## src/rtl/comparator_2bit_pkg.sv

```systemverilog
// comparator_2bit_pkg: outcome indices and one-hot result type for the comparator
package comparator_2bit_pkg;
  localparam int CMP_GT = 0;
  localparam int CMP_LT = 1;
  localparam int CMP_EQ = 2;
  typedef logic [2:0] cmp_res_t;
endpackage

```

## src/rtl/comparator_2bit_core.sv

```systemverilog
// comparator_2bit_core: combinational unsigned compare producing a one-hot gt/lt/eq result
module comparator_2bit_core
  import comparator_2bit_pkg::*;
#(
  parameter int WIDTH = 2
) (
  input  logic [WIDTH-1:0] a,
  input  logic [WIDTH-1:0] b,
  output cmp_res_t         res
);
  always_comb begin
    res         = '0;
    res[CMP_GT] = a > b;
    res[CMP_LT] = a < b;
    res[CMP_EQ] = a == b;
  end
endmodule

```

## src/rtl/comparator_2bit.sv

```systemverilog
// comparator_2bit: registered unsigned comparator with saturating per-outcome counters
module comparator_2bit
  import comparator_2bit_pkg::*;
#(
  parameter int WIDTH = 2,
  parameter int CNT_W = 8
) (
  input  logic             clk,
  input  logic             rst,
  input  logic             in_valid,
  input  logic [WIDTH-1:0] a,
  input  logic [WIDTH-1:0] b,
  input  logic             cnt_clr,
  output logic             out_valid,
  output logic             a_gt_b,
  output logic             a_lt_b,
  output logic             a_eq_b,
  output logic [CNT_W-1:0] gt_count,
  output logic [CNT_W-1:0] lt_count,
  output logic [CNT_W-1:0] eq_count
);
  cmp_res_t res;
  cmp_res_t flags;

  comparator_2bit_core #(.WIDTH(WIDTH)) u_core (.a(a), .b(b), .res(res));

  function automatic logic [CNT_W-1:0] sat_inc(input logic [CNT_W-1:0] v);
    return &v ? v : v + CNT_W'(1);
  endfunction

  // A clear in the same cycle as a sample drops that sample from the counts
  always_ff @(posedge clk) begin
    if (rst) begin
      out_valid <= 1'b0;
      flags     <= '0;
      gt_count  <= '0;
      lt_count  <= '0;
      eq_count  <= '0;
    end else begin
      out_valid <= in_valid;
      if (in_valid) flags <= res;
      if (cnt_clr) begin
        gt_count <= '0;
        lt_count <= '0;
        eq_count <= '0;
      end else if (in_valid) begin
        if (res[CMP_GT]) gt_count <= sat_inc(gt_count);
        if (res[CMP_LT]) lt_count <= sat_inc(lt_count);
        if (res[CMP_EQ]) eq_count <= sat_inc(eq_count);
      end
    end
  end

  assign a_gt_b = flags[CMP_GT];
  assign a_lt_b = flags[CMP_LT];
  assign a_eq_b = flags[CMP_EQ];
endmodule

```

## config.mk

```make
export PLATFORM = sky130hd
export DESIGN_NAME = comparator_2bit
export DESIGN_NICKNAME = d
export VERILOG_FILES = /design/src/rtl/comparator_2bit_pkg.sv /design/src/rtl/comparator_2bit_core.sv /design/src/rtl/comparator_2bit.sv
export SDC_FILE = /design/constraint.sdc
export NUM_CORES = 1
export LEC_CHECK = 0
export CAP_MARGIN = 5
export CORE_ASPECT_RATIO = 1.5
export CORE_UTILIZATION = 30
export CTS_CLUSTER_DIAMETER = 60
export DETAILED_ROUTE_END_ITERATION = 8
export PLACE_DENSITY = 0.65
export SYNTH_ARGS = -nofsm -noshare
export SYNTH_HDL_FRONTEND = slang
export SYNTH_SLANG_ARGS = --single-unit
```

## constraint.sdc

```tcl
create_clock -name clk -period 5.3 [get_ports clk]
set_clock_uncertainty 0.15 [all_clocks]
set_input_delay 0.795 -clock clk [delete_from_list [all_inputs] [get_ports clk]]
set_output_delay 0.795 -clock clk [all_outputs]
set_load 0.02 [all_outputs]
```

Yosys cells after proc, flatten, opt, wreduce, memory -nomap -nowiden
Index checks and enable logic that the tools add are counted.
- flip-flop bits (word level): 28
- bits of input ports: 8
- output and inout bits: 28
- logic and storage cells: 21
- bitwise operators: 3
- $lt $le $gt $ge: 2
- eq/ne operators: 1
- reductions and logical operators: 7
- add/sub/neg operators: 3
- operators by type and width (cell ; number):
    8-bit by 1-bit adder with 8-bit output (second input constant) ; 3
    8-bit AND reduction ; 3
    3-bit AND reduction ; 3
    1-bit inverter ; 3
    2-bit == test ; 1
    2-bit greater-than comparator ; 1
    2-bit less-than comparator ; 1
    2-bit OR reduction ; 1

Longest topological paths before layout
Gate-level depths: netlist of the first run.
- depth after elaboration: 3
- gate-level depth with buffers: 7
- gate-level depth less buffers: 6

Hierarchy
A second synthesis of the first run with hierarchy kept.
- cell total of the unflattened synthesis: 150
- area total of the unflattened synthesis: 1405.1 µm²
- modules (own cells, without submodules) (module ; sequential area each (µm²) ; cells each ; times used ; area an instance (µm²)):
    comparator_2bit ; 560.5 ; 141 ; 1 ; 1342.5
    comparator_2bit_core ; 0.0 ; 9 ; 1 ; 62.6

Least setup slack after synthesis of the first run
No wires, ideal clock.
- path kind: in2reg
- from: in b[1]
- to: reg gt_count[5]
- stages on the path: 7
- setup slack: 3.035 ns
- buffers on the path: 1
- arrival time: 1.980 ns
- cells stage by stage: inv_1 > ha_1 > and2b_1 > o211ai_1 > buf_2 > o311ai_0 > o41ai_1
- cells in the longest elaborated chain, start to end: 2
- RTL lines (item ; RTL line ; text):
    start, declared ; comparator_2bit.sv:12 ; input logic [WIDTH-1:0] b,
    2-bit greater-than comparator ; comparator_2bit_core.sv:13 ; res[CMP_GT] = a > b;
    3-bit AND reduction (no source line) ; n/a ;
    end signal, assigned ; comparator_2bit.sv:47 ; if (res[CMP_GT]) gt_count <= sat_inc(gt_count);
    end, declared ; comparator_2bit.sv:18 ; output logic [CNT_W-1:0] gt_count,
No other way between the ends.
A chain may end at the register's enable or synchronous reset.

Final worst setup path of the first run
Ends and elaborated chain as after synthesis.

==> results of run 1 <==
## cell type report
| type | count | area [um2] |
|---|---|---|
| timing repair buffer | 35 | 350 |
| clock buffer | 4 | 55.1 |
| sequential | 28 | 561 |
| tap | 64 | 80.1 |
| inverter | 6 | 22.5 |
| multi-input combinational | 122 | 810 |
| fill | 460 | 2660 |
## cell usage in the layout, fill, tap and decap left out, types with 6 or more instances in the layout
cell type / count
or4_1: 6
clkdlybuf4s50_1: 35
inv_1: 6
dfxtp_1: 28
nand2_1: 9
nor2_1: 10
o31ai_1: 6
o21ai_0: 6
nand3_1: 10
a21oi_1: 16
## per-stage QoR
stage | util | instance area (um2) | hold WS (ns) | setup WS (ns) | cells
after floorplan | - | 1410 | 0.391 | 3.04 | 161
final | 0.413 | 1880 | 0.328 | 2.44 | 259
after global routing | 0.413 | 1880 | 0.373 | 2.25 | 259
after global placement | 0.401 | 1820 | 0.312 | 2.21 | 255
after CTS | 0.413 | 1880 | 0.335 | 2.45 | 259
after detailed placement | 0.401 | 1820 | 0.320 | 2.16 | 255
## worst max-delay path, delay by kind of cell
kind            cells  cell delay [ns]
compound gates      3             1.10
buf+inv             2             0.49
fa+ha+maj           1             0.32
simple gates        1             0.19
## power breakdown
group	leakage, uW	internal [uW]	switching (uW)
Sequential	0.000226	213	2.49
Combinational	0.000338	16.8	22.6
Clock	0.0000288	66.5	66.4
Total	0.000593	297	91.5
## synthesized netlist by cell type, types with 4 or more instances
master / count
dfxtp_1: 28
a21oi_1: 16
nand3_1: 10
nor2_1: 10
nand2_1: 9
inv_1: 6
o21ai_0: 6
o31ai_1: 6
or4_1: 6
ha_1: 5
nor3_1: 5
or3_1: 5
nand2b_1: 4
nand4_1: 4
## state kept, by name, indices dropped and copies added (netlist names)
register	cells
eq_count	8
flags	3
gt_count	8
out_valid	1
lt_count	8
## worst paths after layout
path	cells after the start	start	end	slack, ns
worst min-delay path	2	flags[1]	flags[1]	0.33
worst max-delay path	7	b[1]	gt_count[5]	2.44
worst min register to register	2	flags[1]	flags[1]	0.33
worst max register to register	5	gt_count[0]	gt_count[5]	3.43
## per-layer routing
metal	vias to the layer above	wire, um	GRT usage	share of wire
met4	0	55	0.0519	0.017
met2	31	1710	0.250	0.52
met3	7	122	0.0211	0.037
li1	678	-	-	-
met1	646	1410	0.165	0.43
met5	-	0	0	0
## cells by family (layout without fill, tap and decap cells)
| group | count (synthesis) | count (layout) | synth area share |
|---|---|---|---|
| compound gates | 43 | 43 | 0.211 |
| buf+inv | 11 | 45 | 0.0310 |
| simple gates | 68 | 68 | 0.280 |
| flops | 28 | 28 | 0.396 |
| xor+xnor | 5 | 5 | 0.0310 |
| mux | 1 | 1 | 0.00708 |
| fa+ha+maj | 5 | 5 | 0.0442 |
==> results.md, run 1 <==
- Synthesized area per cell: between 8 and 9 um2
- Mapped Cells: between 150 and 200
- Slew HR: 0.378
- DIE AREA: roughly 0.005 mm2
- Post-synth EDFFs: 0
- Crit end category: register
- RSZ-0062 raised after global routing: false
- Latest clock arrival within the worst-skew pair: between 0.2 and 0.3 ns
- Row count: 30
- Initial Util: 0.311
- Syn Std Cell Area: between 0.001 and 0.0015 mm2
- Total Neg Setup Slack: 0 ns
- Worst path max stage delay: 0.74 ns
- GRT Total Usage: 0.140
- Drt wl/cell: ~13 um
- Post-CTS Resized: 0
- Post-synth ARST share: 0
- Final ANT Viol Nets: 0
- Max Transition Viols Final: 0
- First-pass GRT wire length: 5530 um
- Initial drt markers: between 50 and 60
- N_diodes: 0
- Mapped Nets: 174
- Synth area leader: dfxtp_1
- Total of max-cap violations: 0
- Largest cells by area after synthesis: dfxtp_1 (40%), a21oi_1 (5.7%), ha_1 (4.4%)
- Crit-path slowest cell: o211ai_1
- Worst VDD drop: approximately 0.11 mV
- Register area share after synthesis: 0.396
- Failing checks: DRC
- DRC viols: 3
- CTS H-tree depth: 1
- Die Height: 86.1 um
- PD cells: 207 mW/mm2
- Unique masters post-synth: 38
- Worst hold path type: register to register
- Synth warnings: 0
- # setup viols final: 0
- Post-CTS setup buffers: 0
- Vias per cell: 5.26
- Lkg Pwr: ~0.0006 uW
- I/O Buffers: 35
- Layout cell share with drive strength beyond 1: 0.0564
- Crit path launch type: input port
- Clock-pin slew of the registers on the worst-case setup and hold paths: about 0.10 ns
- Die W: just under 60 um
- Largest net degree at the start of global routing: 24
- Worst EP arrival: roughly 2.9 ns
- Post-route clock period utilization: 0.540
- WP data required: approximately 5.3 ns
- Routability Congestion: 0.821
- GRT overflow: 0
- TritonCTS buffer count: 3
- Power, Total: 388 uW
- Min cycle time layout: between 2 and 3 ns
- Slew @ Worst Pin: between 0.9 and 1 ns
- Final Hold Viols: 0
- Clk buf depth: 2
- Drt total wl: approximately 3300 um
- Area Growth Syn to Fin: 32.8%
- IO Count: 36
- CTS tree: built
- Top FF cell, synth: dfxtp_1
- CTS root buf: clkbuf_8
- Critical path cell sequence: clkdlybuf4s50_1 -> inv_1 -> ha_1 -> and2b_1 -> o211ai_1 -> o311ai_0 -> o41ai_1
- Vias in the first global route: roughly 1300
- Post-detail-place hpwl: ~2400 um
- Cts-stage hold buffer count: 0
- Initial antenna violation count: 0
- F_max: approximately 350 MHz
- Sink Count: 28
- Flops & latches, synth: 28
- Status: complete, but fails checks
- Via count: 1362
- Max FO, Critical Path: 14
- Final #Nets: 209
- Detailed Routing Iterations Pass 1: 6
- Core ar.: 0.00454 mm2
- Crit path kind: input port to register
- Yosys top cell area share: 0.396
(Power assumes the default switching activity.)
==> run 2: changes to the inputs <==
==> constraint.sdc (replaced) <==
create_clock -name clk -period 2.7 [get_ports clk]
set_clock_uncertainty 0.15 [all_clocks]
set_input_delay 0.405 -clock clk [delete_from_list [all_inputs] [get_ports clk]]
set_output_delay 0.405 -clock clk [all_outputs]
set_load 0.02 [all_outputs]
==> results.md, run 2 (synthesized netlist as in run 1, its figures left out) <==
- RSZ-0062 raised after global routing: false
- Largest net degree at the start of global routing: 24
- Crit end category: register
- CTS H-tree depth: 1
- CTS root buf: clkbuf_8
- Critical path cell sequence: clkdlybuf4s50_1 -> inv_1 -> ha_1 -> and2b_1 -> o211ai_1 -> buf_4 -> or4_1 -> a21oi_1
- WP data required: 2.76 ns
- Post-CTS setup buffers: 0
- CTS tree: built
- DRC viols: 3
- Fin util: 0.419
- DIE AREA: about 0.005 mm2
- Min cycle time layout: between 2 and 2.5 ns
- Failing checks: DRC
- Layout cell share with drive strength beyond 1: 0.0754
- Routability Congestion: roughly 0.85
- GRT overflow: 0
- Max FO, Critical Path: 8
- Leading registers by flop count: eq_count (8), gt_count (8), lt_count (8)
- F_max: approximately 440 MHz
- Sink Count: 28
- Crit path kind: input port to register
- TritonCTS buffer count: 3
- Vias per cell: between 5 and 6
- R2r setup slk: 0.84 ns
- Detailed Routing Iterations Pass 1: 8
- # setup viols final: 0
- Final Hold Viols: 0
- Worst EP arrival: ~2.3 ns
- First-pass GRT wire length: between 5000 and 6000 um
- Area Growth Syn to Fin: 34.5%
- Most frequent cells in the layout: clkdlybuf4s50_1 (35), dfxtp_1 (28), a21oi_1 (16)
- Row count: 30
- Final ANT Viol Nets: 0
- N_diodes: 0
- Clk buf depth: 2
- GRT Total Usage: 0.137
- Fill count: around 470
- Slew @ Worst Pin: about 0.64 ns
- Post-route cell area: around 0.0019 mm2
- Latest clock arrival within the worst-skew pair: roughly 0.27 ns
- Hold Path Depth: 2
- Worst hold path type: register to register
- PD cells: approximately 390 mW/mm2
- Initial antenna violation count: 0
- I/O Buffers: 35
- Vias in the first global route: about 1200
- IO Count: 36
- Cells on worst reg2reg path: 5
- Worst VDD drop: 0.186 mV
- Initial drt markers: 56
- Drt total wl: 3400 um
- Min Hold Slack: roughly 0.34 ns
- Delay-heaviest family, CP: buffers and inverters
- Total of max-cap violations: 0
- Via count: around 1400
- Initial Util: 0.311
- Post-CTS Resized: 0
- Max Transition Viols Final: 0
- Drt wl/cell: 12.9 um
- Crit path launch type: input port
- Status: complete, but fails checks
- Final #Nets: 214
- Die W: a little under 60 um
- Most common cell after layout, fill and taps aside: clkdlybuf4s50_1
- Cts-stage hold buffer count: 0
- Total Neg Setup Slack: 0 ns
- Slew HR: 0.573
- Crit-path slowest cell: or4_1
- Crit. path cell count: 8
- Lkg Pwr: ~0.00061 uW
- Worst path max stage delay: 0.49 ns
- Buf/Inv on CP: 3
- Post-route clock period utilization: 0.835
- Die Height: between 80 and 90 um
- Post-detail-place hpwl: 2500 um
- Core ar.: 0.00454 mm2
- Placed inst area: roughly 0.0019 mm2
- Clock-pin slew of the registers on the worst-case setup and hold paths: 0.09 ns
run 2: per-layer routing:
metal	track usage	wire length, um	vias to the layer above
met3	0.0211	138	7
met2	0.231	1720	35
met1	0.162	1460	633
li1	-	-	691
met5	0	0	-
met4	0.0801	82	0
run 2: tightest hold or removal path: stages (launching register included):
cell      delay (ns)
dfxtp_1         0.33
nand2b_1        0.07
a21oi_1         0.06
run 2: final timing paths:
kind,start,end
worst max-delay path,b[1],gt_count[3]
worst min-delay path,flags[1],flags[1]
worst min register to register,flags[1],flags[1]
worst max register to register,eq_count[0],eq_count[7]
run 2: area by class of cell:
class	instances	area, um2	share of cell area
Inverter	6	22.5	0.0118
Sequential cell	28	561	0.295
Timing Repair Buffer	40	388	0.204
Clock buffer	3	41.3	0.0217
Tap cell	64	80.1	0.0421
Multi-Input combinational cell	122	810	0.426
run 2: through the flow:
stage	total power, uW	worst slack (ns)	cells
2_1_floorplan	478	0.825	161
3_3_place_gp	518	0.181	260
3_5_place_dp	519	0.149	260
4_1_cts	747	0.445	263
5_1_grt	768	0.351	263
6_report	734	0.446	263
run 2: where the power goes:
| group | switching [uW] | leakage (uW) | internal (uW) |
|---|---|---|---|
| Combinational | 46.0 | 0.000361 | 39.7 |
| Clock | 125 | 0.0000216 | 100 |
| Sequential | 5.16 | 0.000226 | 418 |
| Total | 176 | 0.000609 | 558 |
